<file path="src/rtl/split_acc_bank_if.sv">
// Beat-in / result-out bundle for split_acc_bank.
// The out_ovf signal exists only when SPLIT_ACC_OVF_EN is defined.
interface split_acc_bank_if #(
    parameter int IN_W  = 24,
    parameter int ACC_W = 24,
    parameter int NCH   = 4
);
    localparam int CH_W = (NCH > 1) ? $clog2(NCH) : 1;

    // in_valid alone qualifies a beat: there is no ready, so every cycle with
    // in_valid high consumes the beat. out_valid is a one-cycle result strobe;
    // out_ch/out_data keep their last value while out_valid is low.
    logic             in_valid;
    logic [CH_W-1:0]  in_ch;
    logic             in_first;
    logic             in_last;
    logic [IN_W-1:0]  in_data;
    logic             out_valid;
    logic [CH_W-1:0]  out_ch;
    logic [ACC_W-1:0] out_data;
`ifdef SPLIT_ACC_OVF_EN
    logic             out_ovf;

    modport master (
        output in_valid, in_ch, in_first, in_last, in_data,
        input  out_valid, out_ch, out_data, out_ovf
    );
    modport slave (
        input  in_valid, in_ch, in_first, in_last, in_data,
        output out_valid, out_ch, out_data, out_ovf
    );
`else
    modport master (
        output in_valid, in_ch, in_first, in_last, in_data,
        input  out_valid, out_ch, out_data
    );
    modport slave (
        input  in_valid, in_ch, in_first, in_last, in_data,
        output out_valid, out_ch, out_data
    );
`endif
endinterface

</file>
<file path="src/rtl/split_acc_bank.sv">
// Multi-channel two-stage split-carry accumulator: low segment in stage 1, high
// segment plus registered carry in stage 2. SPLIT_ACC_OVF_EN adds sticky overflow.
module split_acc_bank #(
    parameter int IN_W  = 24,
    parameter int ACC_W = 24,
    parameter int LO_W  = 12,
    parameter int NCH   = 4
) (
    input  logic            clk,
    input  logic            reset,
    split_acc_bank_if.slave bus
);
    localparam int CH_W = (NCH > 1) ? $clog2(NCH) : 1;
    localparam int HI_W = ACC_W - LO_W;
    localparam logic [CH_W:0] NCH_L = (CH_W + 1)'(NCH);

    logic [LO_W-1:0]  lo_q [NCH];
    logic [HI_W-1:0]  hi_q [NCH];

    logic             in_ok;
    logic [ACC_W-1:0] in_ext;
    logic [LO_W-1:0]  lo_base;
    logic [LO_W:0]    lo_sum;

    logic             s2_valid;
    logic             s2_first;
    logic             s2_last;
    logic [CH_W-1:0]  s2_ch;
    logic             s2_carry;
    logic [HI_W-1:0]  s2_hi_op;
    logic [LO_W-1:0]  s2_lo;

    logic [HI_W-1:0]  hi_base;
    logic [HI_W-1:0]  hi_sum;

    logic             out_valid_q;
    logic [CH_W-1:0]  out_ch_q;
    logic [ACC_W-1:0] out_data_q;

    // Out-of-range channels are dropped here, so nothing downstream sees them.
    assign in_ok  = bus.in_valid && ({1'b0, bus.in_ch} < NCH_L);
    assign in_ext = ACC_W'($signed(bus.in_data));

    always_comb begin
        lo_base = '0;
        if (in_ok && !bus.in_first) begin
            lo_base = lo_q[bus.in_ch];
        end
    end

    assign lo_sum = {1'b0, in_ext[LO_W-1:0]} + {1'b0, lo_base};

    always_ff @(posedge clk or posedge reset) begin
        if (reset) begin
            for (int i = 0; i < NCH; i++) begin
                lo_q[i] <= '0;
            end
            s2_valid <= 1'b0;
            s2_first <= 1'b0;
            s2_last  <= 1'b0;
            s2_ch    <= '0;
            s2_carry <= 1'b0;
            s2_hi_op <= '0;
            s2_lo    <= '0;
        end else begin
            s2_valid <= in_ok;
            if (in_ok) begin
                lo_q[bus.in_ch] <= lo_sum[LO_W-1:0];
                s2_first        <= bus.in_first;
                s2_last         <= bus.in_last;
                s2_ch           <= bus.in_ch;
                s2_carry        <= lo_sum[LO_W];
                s2_hi_op        <= in_ext[ACC_W-1:LO_W];
                s2_lo           <= lo_sum[LO_W-1:0];
            end
        end
    end

    // hi_q was written by the previous beat's stage 2, so same-channel
    // back-to-back beats see the up-to-date high half without forwarding.
    always_comb begin
        hi_base = s2_first ? '0 : hi_q[s2_ch];
        hi_sum  = s2_hi_op + hi_base + HI_W'(s2_carry);
    end

`ifdef SPLIT_ACC_OVF_EN
    logic ovf_q [NCH];
    logic ovf_now;
    logic ovf_new;
    logic out_ovf_q;

    assign ovf_now = (s2_hi_op[HI_W-1] == hi_base[HI_W-1]) &&
                     (hi_sum[HI_W-1] != s2_hi_op[HI_W-1]);
    assign ovf_new = (s2_first ? 1'b0 : ovf_q[s2_ch]) | ovf_now;

    always_ff @(posedge clk or posedge reset) begin
        if (reset) begin
            for (int i = 0; i < NCH; i++) begin
                ovf_q[i] <= 1'b0;
            end
            out_ovf_q <= 1'b0;
        end else if (s2_valid) begin
            ovf_q[s2_ch] <= ovf_new;
            if (s2_last) begin
                out_ovf_q <= ovf_new;
            end
        end
    end

    assign bus.out_ovf = out_ovf_q;
`endif

    always_ff @(posedge clk or posedge reset) begin
        if (reset) begin
            for (int i = 0; i < NCH; i++) begin
                hi_q[i] <= '0;
            end
            out_valid_q <= 1'b0;
            out_ch_q    <= '0;
            out_data_q  <= '0;
        end else begin
            out_valid_q <= s2_valid && s2_last;
            if (s2_valid) begin
                hi_q[s2_ch] <= hi_sum;
                if (s2_last) begin
                    out_ch_q   <= s2_ch;
                    out_data_q <= {hi_sum, s2_lo};
                end
            end
        end
    end

    assign bus.out_valid = out_valid_q;
    assign bus.out_ch    = out_ch_q;
    assign bus.out_data  = out_data_q;
endmodule
</file>
<file path="src/flat_wrapper.sv">
// flat-port wrapper written by rule: the top's interface ports become plain ports
module split_acc_bank_flat 
#(
    parameter int IN_W  = 24,
    parameter int ACC_W = 24,
    parameter int LO_W  = 12,
    parameter int NCH   = 4
)
  (clk, reset, bus_in_valid, bus_in_ch, bus_in_first, bus_in_last, bus_in_data, bus_out_valid, bus_out_ch, bus_out_data);
  split_acc_bank_if #(.IN_W(IN_W), .ACC_W(ACC_W), .NCH(NCH)) bus_i ();
  input  logic clk;
  input  logic reset;
  input wire logic [$bits(bus_i.in_valid)-1:0] bus_in_valid;
  input wire logic [$bits(bus_i.in_ch)-1:0] bus_in_ch;
  input wire logic [$bits(bus_i.in_first)-1:0] bus_in_first;
  input wire logic [$bits(bus_i.in_last)-1:0] bus_in_last;
  input wire logic [$bits(bus_i.in_data)-1:0] bus_in_data;
  output wire logic [$bits(bus_i.out_valid)-1:0] bus_out_valid;
  output wire logic [$bits(bus_i.out_ch)-1:0] bus_out_ch;
  output wire logic [$bits(bus_i.out_data)-1:0] bus_out_data;
  assign bus_i.in_valid = bus_in_valid;
  assign bus_i.in_ch = bus_in_ch;
  assign bus_i.in_first = bus_in_first;
  assign bus_i.in_last = bus_in_last;
  assign bus_i.in_data = bus_in_data;
  assign bus_out_valid = bus_i.out_valid;
  assign bus_out_ch = bus_i.out_ch;
  assign bus_out_data = bus_i.out_data;
  split_acc_bank #(.IN_W(IN_W), .ACC_W(ACC_W), .LO_W(LO_W), .NCH(NCH)) u_core (.clk(clk), .reset(reset), .bus(bus_i));
endmodule
</file>
<file path="config.mk">
export PLATFORM = sky130hd
export DESIGN_NAME = split_acc_bank_flat
export DESIGN_NICKNAME = d
export VERILOG_FILES = /design/src/rtl/split_acc_bank_if.sv /design/src/rtl/split_acc_bank.sv /design/src/flat_wrapper.sv
export SDC_FILE = /design/constraint.sdc
export NUM_CORES = 1
export LEC_CHECK = 0
export BUFFER_PORTS_ARGS = -buffer_cell sky130_fd_sc_hd__buf_4
export CAP_MARGIN = 10
export CORE_MARGIN = 4
export CORE_UTILIZATION = 45
export CTS_BUF_LIST = sky130_fd_sc_hd__clkbuf_16
export CTS_CLUSTER_SIZE = 25
export DETAILED_ROUTE_END_ITERATION = 6
export GPL_TIMING_DRIVEN = 0
export PLACE_DENSITY = 0.72
export SYNTH_ARGS = -nofsm -noshare
export SYNTH_HDL_FRONTEND = slang
export SYNTH_SLANG_ARGS = --single-unit
</file>
<file path="constraint.sdc">
create_clock -name clk -period 7.1 [get_ports clk]
set_input_delay 1.42 -clock clk [delete_from_list [all_inputs] [get_ports clk]]
set_output_delay 1.42 -clock clk [all_outputs]
set_load 0.05 [all_outputs]
</file>
==> flow_summary.json, run 1 <==
{
  "outcome": "finished clean",
  "max_stage_delay_ps": 610,
  "numPortBuffers": 55,
  "start_util": 0.456,
  "p_total_mw": 3.41,
  "antenna_found_initial": 0,
  "power_switching_mw": 1.20,
  "p_seq_frac": 0.385,
  "maxCapViolations": 0,
  "die_area_um2": 18100,
  "hold_viol_final": 0,
  "clkLatencyLatePin_ps": 430,
  "min_period_ps": 4250,
  "critPathArrivalTime_ps": 4530,
  "period_share": 0.598,
  "relSlewSlack": 0.507,
  "synth_nets": 710,
  "globalplace.congestion": 0.869,
  "wire_per_inst_um": 18.4,
  "via_per_inst": 5.51,
  "worstPathRequired_ps": 7380,
  "final_core_util": 0.542,
  "grt_pass1_vias": 5569,
  "instances_no_fill": 958,
  "cpLargestDelayFamily": "buffers and inverters",
  "setup_viol": 0,
  "tns_ps": 0,
  "dieHeight_um": 135,
  "yosys_warnings": 0,
  "layout_common_cells": "dfrtp_1, nand2_1, o21ai_1",
  "synth_sequential_area_ratio": 0.531,
  "routed_wl_um": 17600,
  "fin_area_um2": 8580,
  "num_antenna_cells": 0,
  "end_kind": "flip-flop",
  "fill_cells": 1328,
  "syn_to_final_growth_pct": 18.9,
  "drt_iter0_drc": 491,
  "critical_path.slowest_cell": "clkbuf_1",
  "cts_buffers": 17,
  "grt_max_degree": 107,
  "cts_sinks": 153,
  "mostFrequentLayoutCell": "dfrtp_1",
  "power_frac_clock": 0.294,
  "worst-slew-pin-transition_ps": 739,
  "fin_nets": 785,
  "die_w_um": 135,
  "cellPowerDensity_nw_per_um2": 397,
  "timing.hold.ws_ps": 481,
  "yosysUniqueCellTypes": 41,
  "critPathKind": "primary input to flip-flop",
  "num_rows": 46,
  "cts_tree": "built",
  "cts_root_buf": "clkbuf_16",
  "internal-power_mw": 2.21,
  "max_freq_mhz": 235,
  "cts_resized": 0,
  "post-place-cells": 926,
  "cts_setup_buffers": 0,
  "fin_skew_ps": 6.15,
  "netSwitchingFraction": 0.352,
  "critPathBufInv": 2,
  "synth-edff-count": 0,
  "slew_violations": 0,
  "drc": 0,
  "drive_gt1_frac": 0.208,
  "worstPathCellList": "clkbuf_1, clkbuf_1, mux4_2, nor2b_1, ha_1, a21oi_1, o21ai_1, a21oi_1, o211ai_1, xnor2_1, mux2i_1",
  "dpl_cell_area_um2": 7930,
  "place_ws_ps": 2480,
  "rsz0062_at_grt": "false",
  "num_io_pins": 58,
  "pwr-share-comb": 0.321,
  "cts_buffer_depth": 2,
  "ant_nets": 0,
  "track_usage": 0.205,
  "netlist_instances": 654,
  "postSynthAreaPerCell_um2": 11.0,
  "min_path_type": "flip-flop to flip-flop",
  "drtPass1Iterations": 6,
  "ir_worst_vdd_uv": 263,
  "finalWorstSetupSlack_ps": 2850,
  "grt_pass1_wl_um": 28600,
  "dp_hpwl_um": 12100,
  "async_flop_share": 1.00,
  "ys_ff_latch": 153,
  "htreeDepth": 4,
  "ctsHoldBuffers": 0,
  "crit_path_max_fanout": 10,
  "synth-main-ff-cell": "dfrtp_1",
  "via_count": 5277,
  "grt_overflow": 0,
  "p_leak_nw": 3.90,
  "clkSlewWorstSetupHoldPaths_ps": 60,
  "start_kind": "primary input",
  "fp.coreArea_um2": 15800,
  "synthesis.area_um2": 7220
}
## per-layer routing
metal / global-route usage / vias to the layer above / part of all wire
met5: 0 / - / 0
met4: 0.0747 / 0 / 0.021
met3: 0.0425 / 40 / 0.049
met2: 0.361 / 167 / 0.52
met1: 0.248 / 2643 / 0.41
li1: - / 2427 / -
## cell usage after synthesis, types with 2 or more instances
cell      count  area [um^2]
dfrtp_1     153         3830
nand2_1     127          477
o21ai_1      69          345
o21ai_0      46          230
mux2_2       29          327
clkbuf_1     28          105
nor2b_1      23          144
ha_1         22          275
inv_1        21         78.8
mux4_2       21          473
a21oi_1      17         85.1
mux2i_1      10          100
xnor2_1       9         78.8
nor2_1        8         30.0
xor2_1        8         70.1
nand2b_1      7         43.8
nand3_1       5         25.0
o31ai_2       5         62.6
a211o_1       4         35.0
buf_2         4         20.0
nand3b_1      4         30.0
o211ai_1      4         30.0
a211oi_1      3         22.5
a21o_1        3         22.5
buf_1         3         11.3
fa_1          3         60.1
mux4_1        2         52.6
o21a_1        2         15.0
or3b_1        2         17.5
## power by group through the flow
| stage | combinational, mW | clock (mW) | sequential (mW) |
|---|---|---|---|
| after global routing | 1.20 | 1.05 | 1.34 |
| after global placement | 1.05 | 0 | 1.30 |
| after CTS | 1.10 | 1.01 | 1.31 |
| final | 1.09 | 1.00 | 1.31 |
| after floorplan | 0.614 | 0 | 1.48 |
| after detailed placement | 1.09 | 0 | 1.32 |
## registers in the layout, summed over array words and instances, names as in the netlist
name,cells
u_core.bus.out_valid,1
u_core.s2_lo,12
u_core.s2_first,1
u_core.bus.out_data,24
u_core.s2_hi_op,12
u_core.hi_q,48
u_core.s2_carry,1
u_core.s2_last,1
u_core.bus.out_ch,2
u_core.lo_q,48
u_core.s2_valid,1
u_core.s2_ch,2
## path summary, 6_finish.rpt
check	cells past startpoint	slack, ps	startpoint	to
min in group asynchronous	2	1010	reset	u_core.bus.out_valid$_DFF_PP0_
hold reg to reg	2	480	u_core.hi_q[17]$_DFFE_PP0P_	u_core.hi_q[17]$_DFFE_PP0P_
setup / recovery	11	2850	bus_in_ch[1]	u_core.s2_lo[11]$_DFFE_PP0P_
hold / removal	2	480	u_core.hi_q[17]$_DFFE_PP0P_	u_core.hi_q[17]$_DFFE_PP0P_
max in group asynchronous	3	5240	reset	u_core.hi_q[0]$_DFFE_PP0P_
setup reg to reg	11	3650	u_core.s2_ch[1]$_DFFE_PP0P_	u_core.hi_q[20]$_DFFE_PP0P_
## area by class of cell
class,count,area (um^2),area share
repair buffers,56,440,0.0513
clock buffers,17,425,0.0496
inverters,21,83.8,0.00977
clock inverters,15,225,0.0262
well taps,216,270,0.0315
flip-flops and latches,153,3830,0.446
multi-input cells,444,3160,0.368
plain buffers,36,148,0.0172
## tightest hold or removal path, delay by kind of cell, from the launching register on
| family | cells | cell delay [ps] |
|---|---|---|
| compound gates | 1 | 60 |
| flops | 1 | 340 |
| simple gates | 1 | 40 |
## logic make-up (layout without fill, tap and decap cells)
kind of cell,Yosys count,after routing,synth area share
adder cells (fa/ha/maj),25,25,0.0465
XOR/XNOR,18,18,0.0229
AND/OR/NAND/NOR,180,180,0.111
multiplexers,62,62,0.132
AO/OA/AOI/OAI,159,159,0.126
buffers and inverters,57,145,0.0314
flip-flops,153,153,0.531
No activity file was read; power rests on OpenSTA's default activity.
==> run 2: changes to the inputs <==
clock period = 4.2 ns   (was 7.1 ns; I/O delays follow)
==> run 2 against run 1 <==
Hold slack worse by 88 ps. Die area is the same. Routed wire length down 1.5%. Sequential share of layout area rose by 0.10 points. Flip-flop and latch count unchanged. Power up 64%. Critical endpoint is now u_core.lo_q[10]$_DFFE_PP0P_.
==> flow_summary.json, run 2 (synthesis gave the netlist of run 1 again) <==
{
  "timing.hold.ws_ps": 393,
  "routed_wl_um": 17400,
  "r2r_start": "u_core.s2_ch[1]$_DFFE_PP0P_",
  "dp_hpwl_um": 12500,
  "antenna_found_initial": 0,
  "cts_buffer_depth": 2,
  "cts_resized": 0,
  "max_stage_delay_ps": 610,
  "cpLargestDelayFamily": "buffers and inverters",
  "ctsHoldBuffers": 0,
  "via_per_inst": 5.42,
  "worstPathCellList": "clkbuf_1, clkbuf_1, mux4_2, nor2b_1, ha_1, nand2_1, o211ai_1, nand2_1, o221a_2, xnor2_2, o21ai_1",
  "final_core_util": 0.541,
  "htreeDepth": 4,
  "num_io_pins": 58,
  "critPathLaunch": "bus_in_ch[1]",
  "cts_buffers": 17,
  "pwr-share-comb": 0.331,
  "ant_nets": 0,
  "layout_common_cells": "dfrtp_1, nand2_1, o21ai_1",
  "critPathKind": "primary input to flip-flop",
  "start_kind": "primary input",
  "worstPathRequired_ps": 4500,
  "power_switching_mw": 2.06,
  "tns_ps": 0,
  "drc": 0,
  "fin_nets": 788,
  "grt_pass1_vias": 5521,
  "grt_pass1_wl_um": 28400,
  "critPathBufInv": 2,
  "via_count": 5204,
  "worst_setup_path_endpoint": "u_core.lo_q[10]$_DFFE_PP0P_",
  "die_w_um": 135,
  "period_share": 0.853,
  "setup_viol": 0,
  "reg2regPathDepth": 11,
  "grt_overflow": 0,
  "cts_tree": "built",
  "power_frac_clock": 0.272,
  "cellPowerDensity_nw_per_um2": 652,
  "rsz0062_at_grt": "false",
  "mostFrequentLayoutCell": "dfrtp_1",
  "globalplace.congestion": 0.869,
  "drtPass1Iterations": 5,
  "die_area_um2": 18100,
  "min_period_ps": 3580,
  "ir_worst_vdd_uv": 352,
  "post-place-cells": 929,
  "p_seq_frac": 0.397,
  "cts_setup_buffers": 0,
  "fp.coreArea_um2": 15800,
  "hold_viol_final": 0,
  "min_path_type": "primary input to async pin",
  "start_util": 0.456,
  "worst-slew-pin-transition_ps": 736,
  "cts_root_buf": "clkbuf_16",
  "end_kind": "flip-flop",
  "drt_iter0_drc": 328,
  "max_freq_mhz": 279,
  "outcome": "finished clean",
  "maxCapViolations": 0,
  "drive_gt1_frac": 0.213,
  "num_antenna_cells": 0,
  "critical_path.slowest_cell": "clkbuf_1",
  "slew_violations": 0,
  "cp.depth": 11,
  "relSlewSlack": 0.509,
  "netSwitchingFraction": 0.369,
  "clkLatencyLatePin_ps": 430,
  "crit_path_max_fanout": 10,
  "syn_to_final_growth_pct": 18.7,
  "internal-power_mw": 3.52,
  "clkSlewWorstSetupHoldPaths_ps": 70,
  "r2r_slack_ps": 680,
  "critPathArrivalTime_ps": 3880,
  "grt_max_degree": 44,
  "track_usage": 0.202,
  "instances_no_fill": 961,
  "p_leak_nw": 3.89,
  "num_rows": 46,
  "r2r-end": "u_core.hi_q[10]$_DFFE_PP0P_",
  "fin_skew_ps": 7.66,
  "dieHeight_um": 135,
  "cts_sinks": 153,
  "wire_per_inst_um": 18.1,
  "numPortBuffers": 55
}
==> run 2: worst min path at each step <==
stage,endpoint,slack [ps],cells after the start,startpoint
6_report,u_core.hi_q[21]$_DFFE_PP0P_,390,2,reset
5_1_grt,u_core.hi_q[45]$_DFFE_PP0P_,400,2,reset
4_1_cts,u_core.hi_q[22]$_DFFE_PP0P_,390,2,reset
3_5_place_dp,u_core.hi_q[12]$_DFFE_PP0P_,470,2,u_core.hi_q[12]$_DFFE_PP0P_
3_3_place_gp,u_core.hi_q[14]$_DFFE_PP0P_,460,2,u_core.hi_q[14]$_DFFE_PP0P_
2_1_floorplan,u_core.hi_q[24]$_DFFE_PP0P_,440,2,u_core.hi_q[24]$_DFFE_PP0P_
==> run 2: metal layers <==
layer / vias up / track usage / part of all wire
li1: 2432 / - / -
met1: 2587 / 0.241 / 0.40
met2: 154 / 0.354 / 0.52
met3: 31 / 0.0428 / 0.057
met4: 0 / 0.0854 / 0.020
met5: - / 0 / 0
==> run 2: power by group through the flow <==
stage               registers [mW]  clock network [mW]  logic (mW)
floorplan                     2.50                   0        1.04
global placement              2.20                   0        1.77
detailed placement            2.24                   0        1.85
CTS                           2.21                1.54        1.86
global route                  2.27                1.60        2.02
finish                        2.22                1.52        1.85
==> run 2: cell type report <==
cell class | count | area, um^2
fill | 1384 | 7260
sequential | 153 | 3830
multi-input combinational | 444 | 3160
timing repair buffer | 59 | 493
clock buffer | 17 | 425
tap | 216 | 270
clock inverter | 15 | 154
buffer | 36 | 148
inverter | 21 | 82.6
==> run 2: through the flow <==
step / total power, mW / area [um^2] / setup slack [ps]
after floorplan: 3.54 / 7220 / 831
after global placement: 3.97 / 7900 / 236
after detailed placement: 4.08 / 7980 / 186
after CTS: 5.61 / 8560 / 635
after global routing: 5.88 / 8560 / 374
final: 5.58 / 8560 / 618
==> run 3: changes to the inputs <==
--- a/config.mk
+++ b/config.mk
@@ -15,4 +15,5 @@
 export GPL_TIMING_DRIVEN = 0
 export PLACE_DENSITY = 0.72
+export SLEW_MARGIN = 15
 export SYNTH_ARGS = -nofsm -noshare
 export SYNTH_HDL_FRONTEND = slang
==> constraint.sdc (replaced) <==
create_clock -name clk -period 4.2 [get_ports clk]
set_input_delay 1.05 -clock clk [delete_from_list [all_inputs] [get_ports clk]]
set_output_delay 1.05 -clock clk [all_outputs]
set_load 0.05 [all_outputs]
==> run 3 against run 2 <==
Flip-flop and latch count did not move. Via count fell by 0.65%. Sequential power barely moved. Hold slack improved by 85 ps. Core utilization fell by 0.071 points. Worst setup slack got worse by 240 ps. Critical path type unchanged. Largest cell class unchanged. Highest routed layer unchanged.
==> flow_summary.json, run 3 (synthesis gave the netlist of run 1 again) <==
{
  "outcome": "finished clean",
  "drive_gt1_frac": 0.213,
  "rsz0062_at_grt": "false",
  "num_rows": 46,
  "mostFrequentLayoutCell": "dfrtp_1",
  "critPathArrivalTime_ps": 4110,
  "r2r-end": "u_core.hi_q[8]$_DFFE_PP0P_",
  "drtPass1Iterations": 5,
  "period_share": 0.910,
  "ir_worst_vdd_uv": 359,
  "min_period_ps": 3820,
  "worstPathCellList": "clkbuf_1, clkbuf_1, mux4_2, nor2b_1, ha_1, a21oi_1, nand2_1, nor2_1, o21ai_1, xnor2_1, o21ai_1",
  "die_area_um2": 18100,
  "final_core_util": 0.540,
  "dieHeight_um": 135,
  "critical_path.slowest_cell": "clkbuf_1",
  "antenna_found_initial": 0,
  "syn_to_final_growth_pct": 18.5,
  "drc": 0,
  "ant_nets": 0,
  "grt_max_degree": 38,
  "max_stage_delay_ps": 590,
  "grt_pass1_vias": 5444,
  "setup_viol": 0,
  "track_usage": 0.200,
  "die_w_um": 135,
  "cts_setup_buffers": 0,
  "htreeDepth": 4,
  "relSlewSlack": 0.533,
  "routed_wl_um": 17000,
  "r2r_start": "u_core.s2_ch[1]$_DFFE_PP0P_",
  "hold_viol_final": 0,
  "drt_iter0_drc": 357,
  "cts_resized": 0,
  "reg2regPathDepth": 11,
  "grt_overflow": 0,
  "fp.coreArea_um2": 15800,
  "num_antenna_cells": 0,
  "fin_skew_ps": 9.57,
  "p_leak_nw": 3.87,
  "cts_root_buf": "clkbuf_16",
  "cts_buffers": 17,
  "wire_per_inst_um": 17.7,
  "r2r_slack_ps": 650,
  "start_util": 0.456,
  "worst-slew-pin-transition_ps": 701,
  "min_from": "u_core.bus.out_data[16]$_DFFE_PP0P_",
  "layout_common_cells": "dfrtp_1, nand2_1, o21ai_1",
  "ctsHoldBuffers": 0,
  "clkLatencyLatePin_ps": 430,
  "via_count": 5170,
  "critPathKind": "primary input to flip-flop",
  "cellPowerDensity_nw_per_um2": 646,
  "end_kind": "flip-flop",
  "min_to": "u_core.bus.out_data[16]$_DFFE_PP0P_",
  "clkSlewWorstSetupHoldPaths_ps": 60,
  "maxCapViolations": 0,
  "globalplace.congestion": 0.869,
  "cts_tree": "built",
  "grt_pass1_wl_um": 28000,
  "cts_sinks": 153,
  "num_io_pins": 58,
  "crit_path_max_fanout": 10,
  "min_path_type": "flip-flop to flip-flop",
  "fin_nets": 788,
  "dp_hpwl_um": 12400,
  "p_total_mw": 5.53,
  "cts_buffer_depth": 2,
  "start_kind": "primary input",
  "numPortBuffers": 55,
  "worstPathRequired_ps": 4490,
  "max_freq_mhz": 262,
  "via_per_inst": 5.38,
  "whs_path_depth": 2,
  "slew_violations": 0
}
[run 3: worst max path at each step]
stage                             from                           end  slack [ps]  cells past startpoint
final                     bus_in_ch[1]   u_core.lo_q[43]$_DFFE_PP0P_         380                     11
after global routing      bus_in_ch[1]   u_core.s2_lo[7]$_DFFE_PP0P_         100                     11
after CTS                 bus_in_ch[1]   u_core.s2_lo[7]$_DFFE_PP0P_         380                     11
after detailed placement  bus_in_ch[1]   u_core.s2_lo[7]$_DFFE_PP0P_         -40                     11
after global placement    bus_in_ch[1]   u_core.s2_lo[7]$_DFFE_PP0P_          30                     11
after floorplan           bus_in_ch[0]  u_core.s2_lo[11]$_DFFE_PP0P_         620                     11
[run 3: power breakdown]
part | leakage, nW | internal, mW | total (mW) | switching (mW)
sequential | 1.87 | 1.96 | 2.21 | 0.253
combinational | 1.74 | 0.725 | 1.84 | 1.12
clock | 0.264 | 0.825 | 1.47 | 0.646
[run 3: cell type report]
cell class                 instances  area, um^2
multi-input combinational        444        3160
buffer                            36         148
clock buffer                      17         425
sequential                       153        3830
inverter                          21        82.6
timing repair buffer              59         493
tap                              216         270
clock inverter                    15         143
fill                            1351        7280
[run 3: metrics by stage]
stage	instance area, um^2	hold WS (ps)	setup slack, ps	setup TNS, ps	std cells
after floorplan	7220	442	621	0	654
after global placement	7900	456	26.3	0	925
after detailed placement	7980	470	-44.7	-196	929
after CTS	8550	484	376	0	961
after global routing	8550	488	104	0	961
final	8550	478	377	0	961
[run 3: worst max-delay path: cells and delay by family]
family / cells / cell delay, ps
adder cells (fa/ha/maj): 1 / 350
AO/OA/AOI/OAI: 3 / 520
buffers and inverters: 2 / 890
multiplexers: 1 / 390
AND/OR/NAND/NOR: 3 / 510
XOR/XNOR: 1 / 390
[run 3: routing by layer]
layer / track usage / wire, um / up-vias
li1: - / - / 2434
met3: 0.0518 / 986 / 30
met5: 0 / 0 / -
met1: 0.241 / 6960 / 2561
met2: 0.346 / 8740 / 145
met4: 0.0764 / 327 / 0
